`config.mk`:
```
export PLATFORM = sky130hd
export DESIGN_NAME = ir_prefetch_queue
export DESIGN_NICKNAME = d
export VERILOG_FILES = /design/src/rtl/ir_prefetch_queue.sv
export SDC_FILE = /design/constraint.sdc
export NUM_CORES = 1
export LEC_CHECK = 0
export CAP_MARGIN = 20
export CORE_ASPECT_RATIO = 1.5
export CORE_MARGIN = 4
export CORE_UTILIZATION = 50
export DETAILED_ROUTE_END_ITERATION = 10
export GPL_TIMING_DRIVEN = 0
export HOLD_SLACK_MARGIN = 0.15
export PLACE_DENSITY = 0.75
export SYNTH_ARGS = -nofsm -noshare
export SYNTH_HDL_FRONTEND = slang
export SYNTH_SLANG_ARGS = --single-unit
```
`constraint.sdc`:
```
create_clock -name clk -period 4.25 [get_ports clk]
set_clock_uncertainty 0.15 [all_clocks]
set_input_delay 0.6375 -clock clk [delete_from_list [all_inputs] [get_ports clk]]
set_output_delay 0.6375 -clock clk [all_outputs]
set_load 0.05 [all_outputs]
```
`src/rtl/ir_prefetch_queue.sv`:
```
// Instruction prefetch FIFO between program-memory fetch and the control unit.
// Head word is combinational from registered state; flush discards all entries on a taken jump.
module ir_prefetch_queue #(
   parameter int WIDTH = 8,
   parameter int DEPTH = 4,
   localparam int CW = $clog2(DEPTH + 1)
) (
   input  logic             clk,
   input  logic             rst,
   input  logic             wIR,
   input  logic [WIDTH-1:0] nIR,
   input  logic             aIR,
   input  logic             flush,
   output logic [WIDTH-1:0] rIR,
   output logic             valid,
   output logic             full,
   output logic [CW-1:0]    count,
   output logic             ovf,
   output logic             udf
);

   localparam int AW = (DEPTH > 1) ? $clog2(DEPTH) : 1;

   logic [WIDTH-1:0] r_mem [DEPTH];
   logic [AW-1:0]    r_rd_ptr;
   logic [AW-1:0]    r_wr_ptr;
   logic [CW-1:0]    r_count;
   logic             r_ovf;
   logic             r_udf;

   logic w_empty;
   logic w_full;
   logic w_pop_acc;
   logic w_push_acc;

   // Count, not pointer equality, separates full from empty once the pointers wrap.
   assign w_empty    = (r_count == '0);
   assign w_full     = (r_count == CW'(DEPTH));
   assign w_pop_acc  = aIR && !w_empty;
   assign w_push_acc = wIR && (!w_full || w_pop_acc);

   assign rIR   = w_empty ? '0 : r_mem[r_rd_ptr];
   assign valid = !w_empty;
   assign full  = w_full;
   assign count = r_count;
   assign ovf   = r_ovf;
   assign udf   = r_udf;

   // NOTE: storage has no reset; an empty queue masks its head to zero, so stale
   // contents are never observable and the array stays a plain register file.
   always_ff @(posedge clk) begin
      if (!flush && w_push_acc) begin
         r_mem[r_wr_ptr] <= nIR;
      end
   end

   // NOTE: all state uses non-blocking assignments so every term on the right
   // reads the pre-edge value, which is what the push/pop rules are defined against.
   always_ff @(posedge clk or posedge rst) begin
      if (rst) begin
         r_rd_ptr <= '0;
         r_wr_ptr <= '0;
         r_count  <= '0;
         r_ovf    <= 1'b0;
         r_udf    <= 1'b0;
      end else if (flush) begin
         r_rd_ptr <= r_wr_ptr;
         r_count  <= '0;
         r_ovf    <= 1'b0;
         r_udf    <= 1'b0;
      end else begin
         if (w_push_acc) begin
            r_wr_ptr <= r_wr_ptr + AW'(1);
         end
         if (w_pop_acc) begin
            r_rd_ptr <= r_rd_ptr + AW'(1);
         end
         r_count <= r_count + CW'(w_push_acc) - CW'(w_pop_acc);
         if (wIR && w_full && !w_pop_acc) begin
            r_ovf <= 1'b1;
         end
         if (aIR && w_empty) begin
            r_udf <= 1'b1;
         end
      end
   end

endmodule

```
==> run_results.csv <==
group,metric,value,unit
placement,place_congestion,0.735,
synthesis,synth_top_family_by_area,"multiplexers",
cells_and_area,layout-drive-gt1-share,15.8,%
drt,drt_iter0_drc,11,
placement,port_buffers,26,
cells_and_area,nFillCells,267,
drt,drc,0,
synthesis,synthMuxAreaShare,11.1,%
floorplan,die_w,56.5,um
clock_tree,clock_sinks,41,
synthesis,yosys.area_share.xor_xnor,1.99,%
synthesis,ys_seq_area_share,67.3,%
clock_tree,cts-htree-levels,2,
synthesis,synth_ff_type,"edfxtp_1",
drt,vias,981,
global_route,grt_max_degree,14,
placement,hpwlAfterDp,2.09,mm
power_and_ir_drop,combPwrFrac,47.2,%
floorplan,io_pins,28,
synthesis,synth_edf_count,32,
sta,fin_crit,3140,ps
drt,wl,3.04,mm
clock_tree,cts_resized,0,
sta,fin_tns_setup,0,ps
global_route,grt_pass1_wl,5.11,mm
floorplan,core-area,3420,um2
worst_setup_path,r2r_setup_slack,1790,ps
power_and_ir_drop,ir_drop,0.498,mV
sta,fin_hold_ws,357,ps
status,status,"finished, final reports clean",
worst_setup_path,arrival,2350,ps
worst_hold_path,hold_class,"reg -> reg",
clock_tree,worstSkewPairLatency,290,ps
synthesis,avgSynthCellArea,16.8,um2
power_and_ir_drop,leakagePower,0.000805,uW
floorplan,dieArea,4560,um2
synthesis,synthAdderAreaFrac,4.69,%
power_and_ir_drop,clkPwrFrac,20.6,%
cells_and_area,diodes,0,
clock_tree,clockBufferDepth,2,
drt,dr.pass1.iters,4,
sta,hold_viol,0,
synthesis,yosys.area_share.simple,9.66,%
worst_setup_path,worstSetupPathType,"reg -> out",
power_and_ir_drop,p_per_area,785,nW/um2
synthesis,synth_area,1760,um2
sta,slew_headroom,60.1,%
clock_tree,ctsHoldBuffers,0,
clock_tree,numCtsBuffers,5,
sta,min_period_over_period,73.9,%
global_route,overflow,0,
global_route,grt_usage,15.6,%
sta,maxSlewViolCount,0,
worst_setup_path,worstPathRequired,3460,ps
worst_setup_path,crit_start,"r_rd_ptr[1]",
global_route,grt_pass1_vias,1081,
drt,routed_via_density,5.42,
clock_tree,cts_tree,"built",
worst_setup_path,crit_path_start_kind,"register",
power_and_ir_drop,p_int,1050,uW
floorplan,start_util,51.6,%
sta,rsz0062_at_grt,"false",
synthesis,synth_compound_area_share,2.91,%
clock_tree,cts_setup_buffers,0,
worst_setup_path,r2r_start,"count[1]",
synthesis,syn_inst,105,
worst_setup_path,reg2reg_to,"count[2]",
power_and_ir_drop,netSwitchingPower,683,uW
synthesis,ys.warnings.count,0,
worst_setup_path,reg2regPathDepth,9,
cells_and_area,nets,157,
synthesis,synth-async-reset-ratio,22.0,%
sta,setup_viol,0,
worst_setup_path,critPathCapture,"rIR[7]",
worst_setup_path,cp_max_fo,9,
drt,wl_per_cell,16.8,um
power_and_ir_drop,swShare,39.4,%
floorplan,num_rows,26,
synthesis,mappedNetlistNets,124,
flow_run,max_cap_violations,0,
synthesis,ys_types,28,
clock_tree,cts-root-buf,"clkbuf_8",
sta,max_freq,318,MHz
clock_tree,clk_pin_slew,80,ps
worst_setup_path,crit_path_end_kind,"primary output",
cells_and_area,area_growth,25.4,%
drt,ant_nets,0,
floorplan,fp.dieH,80.7,um
synthesis,synth.ff_latch_count,41,
sta,worst_pin_slew,599,ps
global_route,antenna_found_initial,0,
power_and_ir_drop,seq_power_share,32.1,%
[worst max-delay path, cell delays in order, from the launching register on]
cell,delay (ps)
dfrtp_1,320
clkbuf_1,460
mux4_2,310
nor2b_1,150
clkdlybuf4s50_1,820
[worst min-delay path by stage]
stage,from,endpoint,slack (ps),cells past startpoint
finish,udf,udf,360,2
global route,ovf,ovf,400,2
CTS,udf,udf,360,2
detailed placement,ovf,ovf,350,2
global placement,ovf,ovf,340,2
floorplan,rst,count[0],320,1
[metal layers]
metal / vias up / GRT usage (%) / share of wire [%]
li1: 451 / - / -
met1: 495 / 16.6 / 37
met2: 29 / 28.4 / 56
met3: 6 / 4.18 / 5.0
met4: 0 / 7.13 / 2.2
met5: - / 0 / 0
[cell type report]
| class | instances | area [um2] | share of cell area, % |
|---|---|---|---|
| inverter | 6 | 22.5 | 1.02 |
| multi-input combinational | 54 | 534 | 24.2 |
| buffer | 4 | 18.8 | 0.850 |
| clock buffer | 5 | 68.8 | 3.12 |
| sequential | 41 | 1190 | 53.7 |
| tap | 42 | 52.6 | 2.38 |
| timing repair buffer | 26 | 260 | 11.8 |
| clock inverter | 3 | 65.1 | 2.95 |
[cells in the final DEF, fill, tap and decap left out, drive strengths merged, types with 2 or more instances in the layout]
cell type	count
a21oi	2
and2	5
nand2	2
clkdlybuf4s50	26
nor2	5
mux4	8
dfrtp	9
clkbuf	8
nor2b	9
bufinv	2
inv	6
ha	5
xor2	3
nor3b	2
edfxtp	32
o21ai	2
nor3	2
[power groups by stage]
stage / registers (uW) / clock network, uW / logic, uW
floorplan: 605 / 0 / 535
global placement: 559 / 0 / 808
detailed placement: 564 / 0 / 828
CTS: 558 / 365 / 834
global route: 567 / 385 / 874
finish: 557 / 358 / 818
[through the flow]
step                setup slack [ps]  util, %  total power, uW  instance area [um2]  std cells
floorplan                       1420        -             1140                 1760        105
global placement                1340     60.7             1370                 2070        173
detailed placement              1290     60.7             1390                 2070        173
CTS                             1070     64.7             1760                 2210        181
global route                     947     64.7             1830                 2210        181
finish                          1110     64.7             1730                 2210        181
[sequential cells by signal, summed over array words and instances (netlist names)]
name / cells
ovf: 1
r_rd_ptr: 2
r_wr_ptr: 2
r_mem: 32
udf: 1
count: 3
[cell usage after synthesis, types with 2 or more instances]
cell      instances  area share [%]
clkbuf_1          3            0.64
dfrtp_1           9              13
mux4_2            8              10
nand2_1           2            0.43
ha_1              5             3.6
nor3_1            2            0.57
nor2b_1           9             3.2
inv_1             6             1.3
and2_1            4             1.4
o21ai_0           2            0.57
xor2_1            3             1.5
edfxtp_1         32              55
nor2_1            5             1.1
[cell families after synthesis]
group | Yosys count
simple gates | 28
fa+ha+maj | 6
compound gates | 7
xor+xnor | 4
buf+inv | 10
mux | 9
flops | 41
No activity file was read; power rests on OpenSTA's default activity.
